$ cat src/rtl/mult_pkg.sv
// -----------------------------------------------------------------------------
// mult_pkg
// Shared types and helpers for the shift-add multiplier slice.
//   state_t            : controller states IDLE / RUN / DONE
//   MULT_WIDTH_DEFAULT : default operand width
//   cnt_width()        : width of the step counter for a given operand width
// -----------------------------------------------------------------------------
package mult_pkg;

   typedef enum logic [1:0] {
      IDLE = 2'd0,
      RUN  = 2'd1,
      DONE = 2'd2
   } state_t;

   localparam int MULT_WIDTH_DEFAULT = 8;

   // One extra bit over log2 so the counter can represent WIDTH itself.
   function automatic int cnt_width(input int w);
      return $clog2(w) + 1;
   endfunction

endpackage

$ cat src/rtl/mult_addsub_n.sv
// -----------------------------------------------------------------------------
// mult_addsub_n
// Combinational (WIDTH+1)-bit adder/subtractor used by one shift-add step.
// Ports:
//   acc         in  WIDTH+1  partial product high part {X,A}
//   s           in  WIDTH    multiplicand
//   sub         in  1        1: acc - s, 0: acc + s
//   signed_mode in  1        1: operands sign-extended, 0: zero-extended
//   sum         out WIDTH+1  result, overflow beyond WIDTH+1 bits dropped
// -----------------------------------------------------------------------------
module mult_addsub_n
   import mult_pkg::*;
#(
   parameter int WIDTH = MULT_WIDTH_DEFAULT
) (
   input  logic [WIDTH:0]   acc,
   input  logic [WIDTH-1:0] s,
   input  logic             sub,
   input  logic             signed_mode,
   output logic [WIDTH:0]   sum
);

   logic signed [WIDTH:0] acc_ext;
   logic signed [WIDTH:0] op_ext;

   always_comb begin
      // In unsigned mode the X bit is always 0, so the top bit is forced clear.
      acc_ext = signed_mode ? acc : {1'b0, acc[WIDTH-1:0]};
      op_ext  = signed_mode ? {s[WIDTH-1], s} : {1'b0, s};
      sum     = sub ? (acc_ext - op_ext) : (acc_ext + op_ext);
   end

endmodule

$ cat src/rtl/shift_add_mult_n.sv
// -----------------------------------------------------------------------------
// shift_add_mult_n
// Sequential shift-add multiplier with its own IDLE/RUN/DONE controller.
// Multiplies D (latched as S at Start) by the preloaded B in WIDTH cycles;
// the product is {A,B}, with X holding the product sign (signed build) or the
// final carry, which is always 0 (unsigned build).
//
// Build option: define MULT_SIGNED_EN for two's-complement operands
// (last step subtracts for the MSB weight). Undefined gives unsigned mode.
//
// Ports:
//   Clk      in   1      system clock, rising edge
//   Reset_n  in   1      asynchronous active-low reset
//   Clear_A  in   1      in IDLE: clear A and X
//   Load_B   in   1      in IDLE: B <= D
//   Start    in   1      level request to multiply, sampled in IDLE
//   D        in   WIDTH  operand bus (B source for Load_B, S source at Start)
//   A        out  WIDTH  accumulator / product high half
//   B        out  WIDTH  multiplier / product low half
//   X        out  1      sign-extension bit of A (signed) or carry (unsigned)
//   Busy     out  1      high while in RUN (registered, after edges 1..WIDTH-1)
//   Done     out  1      high while in DONE
// -----------------------------------------------------------------------------
module shift_add_mult_n
   import mult_pkg::*;
#(
   parameter int WIDTH = MULT_WIDTH_DEFAULT
) (
   input  logic             Clk,
   input  logic             Reset_n,
   input  logic             Clear_A,
   input  logic             Load_B,
   input  logic             Start,
   input  logic [WIDTH-1:0] D,
   output logic [WIDTH-1:0] A,
   output logic [WIDTH-1:0] B,
   output logic             X,
   output logic             Busy,
   output logic             Done
);

   localparam int CW = cnt_width(WIDTH);
   localparam logic [CW-1:0] LAST_STEP = CW'(WIDTH - 1);

`ifdef MULT_SIGNED_EN
   localparam logic SIGNED_MODE = 1'b1;
`else
   localparam logic SIGNED_MODE = 1'b0;
`endif

   state_t state, state_next;

   logic [WIDTH-1:0] a_q, b_q, s_q;
   logic             x_q;
   logic [CW-1:0]    count_q;
   logic             busy_q, done_q;

   logic             last_step;
   logic             sub_sel;
   logic [WIDTH:0]   sum;
   logic [WIDTH:0]   shift_src;
   logic             x_shift;
   logic [WIDTH-1:0] a_shift, b_shift;

   assign last_step = (count_q == LAST_STEP);
   // Only the signed build corrects the MSB weight by subtracting on the last step.
   assign sub_sel   = SIGNED_MODE & last_step;

   mult_addsub_n #(
      .WIDTH (WIDTH)
   ) u_addsub (
      .acc         ({x_q, a_q}),
      .s           (s_q),
      .sub         (sub_sel),
      .signed_mode (SIGNED_MODE),
      .sum         (sum)
   );

   // One step: optionally accumulate, then arithmetic-shift {X,A,B} right.
   always_comb begin
      shift_src = b_q[0] ? sum : {x_q, a_q};
      x_shift   = SIGNED_MODE ? shift_src[WIDTH] : 1'b0;
      a_shift   = {shift_src[WIDTH], shift_src[WIDTH-1:1]};
      b_shift   = {shift_src[0], b_q[WIDTH-1:1]};
   end

   always_comb begin
      state_next = state;
      case (state)
         IDLE:    if (Start)     state_next = RUN;
         RUN:     if (last_step) state_next = DONE;
         DONE:    if (!Start)    state_next = IDLE;
         default:                state_next = IDLE;
      endcase
   end

   always_ff @(posedge Clk or negedge Reset_n) begin
      if (!Reset_n) begin
         state  <= IDLE;
         busy_q <= 1'b0;
         done_q <= 1'b0;
      end else begin
         state  <= state_next;
         // Busy lags the state by one edge, so it drops on the edge entering DONE.
         busy_q <= (state == RUN) && (state_next == RUN);
         done_q <= (state_next == DONE);
      end
   end

   always_ff @(posedge Clk or negedge Reset_n) begin
      if (!Reset_n) begin
         a_q     <= '0;
         b_q     <= '0;
         s_q     <= '0;
         x_q     <= 1'b0;
         count_q <= '0;
      end else begin
         case (state)
            IDLE: begin
               if (Start) begin
                  s_q     <= D;
                  a_q     <= '0;
                  x_q     <= 1'b0;
                  count_q <= '0;
               end else begin
                  if (Load_B) b_q <= D;
                  if (Clear_A) begin
                     a_q <= '0;
                     x_q <= 1'b0;
                  end
               end
            end
            RUN: begin
               x_q     <= x_shift;
               a_q     <= a_shift;
               b_q     <= b_shift;
               count_q <= count_q + CW'(1);
            end
            default: ;
         endcase
      end
   end

   assign A    = a_q;
   assign B    = b_q;
   assign X    = x_q;
   assign Busy = busy_q;
   assign Done = done_q;

endmodule

$ cat config.mk
export PLATFORM = sky130hd
export DESIGN_NAME = shift_add_mult_n
export DESIGN_NICKNAME = d
export VERILOG_FILES = /design/src/rtl/mult_pkg.sv /design/src/rtl/mult_addsub_n.sv /design/src/rtl/shift_add_mult_n.sv
export SDC_FILE = /design/constraint.sdc
export NUM_CORES = 1
export LEC_CHECK = 0
export CORE_MARGIN = 4
export CORE_UTILIZATION = 33
export CTS_CLUSTER_SIZE = 8
export DETAILED_ROUTE_END_ITERATION = 16
export PLACE_DENSITY_LB_ADDON = 0.15
export SKIP_CTS_REPAIR_TIMING = 1
export SLEW_MARGIN = 25
export SYNTH_ARGS = -nofsm -noshare
export SYNTH_HDL_FRONTEND = slang
export SYNTH_SLANG_ARGS = --single-unit
$ cat constraint.sdc
create_clock -name Clk -period 2.6 [get_ports Clk]
set_input_delay 0.26 -clock Clk [delete_from_list [all_inputs] [get_ports Clk]]
set_output_delay 0.26 -clock Clk [all_outputs]
set_load 0.05 [all_outputs]
==> results_dict.tcl, run 1 <==
set metrics [dict create \
    skew_ps 4.80 \
    power_frac_seq_pct 29.1 \
    place_congestion 0.875 \
    vias_per_cell 4.95 \
    endpoint "A[5]" \
    cts_htree_levels 2 \
    switchingPower_uw 1400 \
    critPathRequiredTime_ps 2830 \
    synth_cell_types 38 \
    leakagePower_uw 0.000973 \
    rsz0062_at_grt "no" \
    startpoint_type "register" \
    die_area_sq_um 6410 \
    worstPathMaxFanout 4 \
    die_w_um 80.1 \
    hold_path_class "input port to asynchronous set/reset pin" \
    fillers 485 \
    p_clk_share_pct 15.3 \
    worstMarginPinSlew_ps 502 \
    ir_drop_mv 0.529 \
    setup_viol 0 \
    die_height_um 80.1 \
    clock-sinks 32 \
    crit_type "register to register" \
    rr_startpoint "A[0]" \
    timing.final.crit_period_ps 2060 \
    numCtsBuffers 5 \
    final_common_cell "dfrtp_1" \
    nNetsFinal 225 \
    dr.pass1.iters 4 \
    syn_inst 169 \
    cts_root_buf "clkbuf_8" \
    finalWirelength_mm 3.87 \
    rr_endpoint "A[5]" \
    cts_tree "done" \
    synth_edf_count 0 \
    period_share_pct 79.3 \
    p_int_uw 1710 \
    vias 1336 \
    clock_latency_ps 280 \
    mostFrequentLayoutCells "dfrtp_1 (32), clkdlybuf4s50_1 (30), nand2_1 (23)" \
    clkTransAtPathRegs_ps 70 \
    initial_core_util_pct 35.1 \
    antenna_found_initial 0 \
    reg2reg_depth 8 \
    place.port_buffers 30 \
    drt_iter0_drc 59 \
    antenna_left 0 \
    r2r_setup_slack_ps 540 \
    wl_per_cell_um 14.3 \
    core_area_sq_um 4880 \
    async_flop_share_pct 100 \
    grt_pass1_vias 1355 \
    syn_area_sq_um 1710 \
    comb_power_share_pct 55.6 \
    antennaDiodeCount 0 \
    hold_viol 0 \
    critPathLaunch "A[0]" \
    num_io_pins 32 \
    arrival_ps 2290 \
    gr-total-overflow 0 \
    synth_fp_nets 192 \
    area_growth_syn_to_layout_pct 28.2 \
    rows 25 \
    avgSynthCellArea_sq_um 10.1 \
    dp_slack_ps 570 \
    hpwl_mm 2.82 \
    grt_use_total_pct 13.3 \
    synth-seq-cells 32 \
    fmax_mhz 485 \
    grt_start_max_net_pins 33 \
    slew_headroom_pct 66.4 \
    drv_slew 0 \
    fin_tns_setup_ps 0 \
    fin_ws_ps 539 \
    drc_errors 0 \
    ys_seq_area_share_pct 46.7 \
    end_kind "register" \
    power_switching_share_pct 45.1 \
    p_per_area_nw_per_um2 1410 \
    ys.flop_type "dfrtp_1" \
    status "completed" \
    final_layout_size_suffix_gt1_share_pct 11.8 \
    cts_buffer_depth 2 \
    grt_pass1_wl_mm 6.61 \
    yosysWarningCount 0 \
    maxCapViolations 0 \
]
## worst min-delay path by stage
stage / startpoint / to / slack, ps
after floorplan: Reset_n / A[0] / -40
after global placement: B[2] / B[2] / 490
after detailed placement: B[2] / B[2] / 500
after CTS: Reset_n / A[4] / 390
after global routing: Reset_n / s_q[0] / 420
final: Reset_n / A[4] / 390
## cells in the mapped netlist (3+ instances only)
cell type   n  area share [%]
dfrtp_1    32              47
mux2_2      8             5.3
mux2i_1     9             5.3
o21a_1      3             1.3
nor3_1      4             1.2
o31ai_1     3             1.3
buf_2       3            0.88
nand2_1    23             5.0
ha_1        9             6.6
clkbuf_1    4            0.88
inv_1       4            0.88
nor2b_1     5             1.8
a21oi_1     6             1.8
o21ai_0    17             5.0
nor2_1      7             1.5
## critical path, cell delays in order (launching register included)
cell	delay, ps
dfrtp_1	400
ha_1	190
inv_1	50
fa_1	370
nor2b_1	200
o31ai_1	130
a21oi_1	230
mux2_2	370
nand2_1	60
## cell type report
class,count,area (sq um),share of cell area [%]
clock inverter,2,35.0,1.59
tap,67,83.8,3.81
multi-input combinational,124,853,38.8
inverter,4,15.0,0.683
clock buffer,6,72.6,3.30
timing repair buffer,35,338,15.4
sequential,32,801,36.4
## flip-flops by register name, indices dropped and copies added (netlist names)
signal   cells
Busy         1
A            8
state        2
s_q          8
B            8
Done         1
count_q      4
## through the flow
step	util (%)	power, uW	instance area (sq um)	hold slack [ps]	instances
5_1_grt	45.1	3350	2200	421	270
2_1_floorplan	-	2160	1710	-35.6	169
4_1_cts	45.1	3150	2200	391	270
3_3_place_gp	42.8	2630	2090	495	262
3_5_place_dp	42.8	2660	2090	503	262
6_report	45.1	3110	2200	385	270
## power groups by stage
stage	sequential, uW	clock (uW)	combinational [uW]
3_3_place_gp	912	0	1710
3_5_place_dp	922	0	1730
6_report	905	475	1730
5_1_grt	947	509	1890
4_1_cts	913	495	1740
2_1_floorplan	1250	0	914
## routing by layer
metal | vias up | track usage (%) | share of wire [%]
met1 | 642 | 18.1 | 48
li1 | 661 | - | -
met3 | 4 | 3.59 | 4.1
met2 | 29 | 20.5 | 47
met4 | 0 | 4.05 | 0.88
met5 | - | 0 | 0
## logic make-up after synthesis
family	Yosys count	share of synthesized area, %
AO/OA/AOI/OAI	42	15.5
buffers and inverters	13	3.50
adder cells (fa/ha/maj)	10	7.74
XOR/XNOR	3	1.53
other	1	0.219
multiplexers	17	10.5
flip-flops	32	46.7
AND/OR/NAND/NOR	51	14.3
(Power assumes the default switching activity.)
==> run 2: changes to the inputs <==
==> constraint.sdc (replaced) <==
create_clock -name Clk -period 2 [get_ports Clk]
set_input_delay 0.2 -clock Clk [delete_from_list [all_inputs] [get_ports Clk]]
set_output_delay 0.2 -clock Clk [all_outputs]
set_load 0.05 [all_outputs]
==> results_dict.tcl, run 2 (same netlist as run 1, synthesis figures left out) <==
set metrics [dict create \
    status "completed" \
    die_w_um 80.1 \
    crit_family "adder cells" \
    grt_pass1_vias 1393 \
    clock_latency_ps 280 \
    r2r_setup_slack_ps 90 \
    power_switching_share_pct 45.3 \
    final_layout_size_suffix_gt1_share_pct 16.7 \
    cts_tree "done" \
    rr_endpoint "A[5]" \
    wl_per_cell_um 14.5 \
    period_share_pct 95.4 \
    area_growth_syn_to_layout_pct 31.1 \
    fillers 500 \
    final_common_cell "clkdlybuf4s50_1" \
    drc_errors 0 \
    rows 25 \
    p_int_uw 2220 \
    power_frac_seq_pct 28.9 \
    hpwl_mm 2.90 \
    dp_cells 264 \
    crit_chain "ha_4 -> inv_1 -> fa_2 -> nor2b_2 -> o31ai_1 -> a21oi_1 -> mux2_2 -> nand2_1" \
    fin_tns_setup_ps 0 \
    worstPathMaxFanout 3 \
    place.port_buffers 30 \
    antenna_found_initial 0 \
    switchingPower_uw 1840 \
    hold_viol 0 \
    mostFrequentLayoutCells "clkdlybuf4s50_1 (30), dfrtp_1 (29), nand2_1 (23)" \
    ir_drop_mv 0.701 \
    drv_slew 0 \
    p_clk_share_pct 12.5 \
    startpoint_type "register" \
    comb_power_share_pct 58.6 \
    worstMarginPinSlew_ps 512 \
    cts_root_buf "clkbuf_8" \
    clock-sinks 32 \
    nNetsFinal 231 \
    die_area_sq_um 6410 \
    dr.pass1.iters 4 \
    grt_pass1_wl_mm 6.87 \
    crit_buf_inv 1 \
    rr_startpoint "s_q[0]" \
    drt_iter0_drc 62 \
    slew_headroom_pct 65.7 \
    critPathRequiredTime_ps 2220 \
    vias_per_cell 4.96 \
    finalNonFillerCells 276 \
    crit_type "register to register" \
    finalWirelength_mm 4.01 \
    cts_buffer_depth 2 \
    antenna_left 0 \
    numCtsBuffers 5 \
    skew_ps 9.15 \
    core_area_sq_um 4880 \
    hold_path_class "input port to asynchronous set/reset pin" \
    worst_path_largest_cell_delay_ps 400 \
    die_height_um 80.1 \
    reg2reg_depth 8 \
    timing.final.crit_period_ps 1910 \
    leakagePower_uw 0.000989 \
    antennaDiodeCount 0 \
    gr-total-overflow 0 \
    grt_start_max_net_pins 33 \
    num_io_pins 32 \
    place_congestion 0.840 \
    cp_slowest_cell "dfrtp_1" \
    clkTransAtPathRegs_ps 70 \
    grt_use_total_pct 14.0 \
    vias 1368 \
    maxCapViolations 0 \
    fin_total_pwr_uw 4060 \
    rsz0062_at_grt "no" \
    end_kind "register" \
    p_per_area_nw_per_um2 1810 \
    cts_htree_levels 2 \
    arrival_ps 2130 \
    fmax_mhz 524 \
    setup_viol 0 \
    initial_core_util_pct 35.1 \
]
==> run 2: per-layer routing <==
metal / routed length [um] / part of all wire (%) / vias up / GRT usage (%)
met5: 0 / 0 / - / 0
met4: 86 / 2.1 / 0 / 5.91
met3: 274 / 6.8 / 7 / 4.60
met2: 1810 / 45 / 38 / 21.5
met1: 1840 / 46 / 649 / 17.8
li1: - / - / 674 / -
==> run 2: cell type report <==
| cell class | count | area [sq um] | share of cell area, % |
|---|---|---|---|
| Timing Repair Buffer | 41 | 383 | 17.0 |
| Multi-Input combinational cell | 124 | 871 | 38.8 |
| Clock buffer | 8 | 90.1 | 4.01 |
| Inverter | 4 | 15.0 | 0.668 |
| Tap cell | 67 | 83.8 | 3.73 |
| Sequential cell | 32 | 805 | 35.8 |
==> run 2: metrics by stage <==
stage | worst slack [ps] | utilization (%) | hold slack (ps) | area (sq um)
2_1_floorplan | 5.68 | - | -95.6 | 1730
3_3_place_gp | 137 | 43.5 | 491 | 2120
3_5_place_dp | 64.9 | 43.5 | 506 | 2120
4_1_cts | 40.7 | 45.3 | 333 | 2210
5_1_grt | 15.1 | 46.1 | 373 | 2250
6_report | 91.4 | 46.1 | 321 | 2250
==> run 2: worst max path at each step <==
| stage | depth (start not counted) | slack, ps | from | end |
|---|---|---|---|---|
| after floorplan | 8 | 6 | A[0] | A[5] |
| after global placement | 8 | 140 | s_q[0] | A[5] |
| after detailed placement | 8 | 60 | A[0] | A[5] |
| after CTS | 8 | 40 | A[0] | A[5] |
| after global routing | 8 | 20 | s_q[0] | A[5] |
| final | 8 | 90 | s_q[0] | A[5] |
==> run 2: power groups by stage <==
stage	Clock [uW]	Combinational [uW]	Sequential [uW]
after global placement	0	2310	1180
after global routing	565	2610	1220
after floorplan	0	1190	1630
final	506	2380	1170
after CTS	532	2350	1180
after detailed placement	0	2340	1190
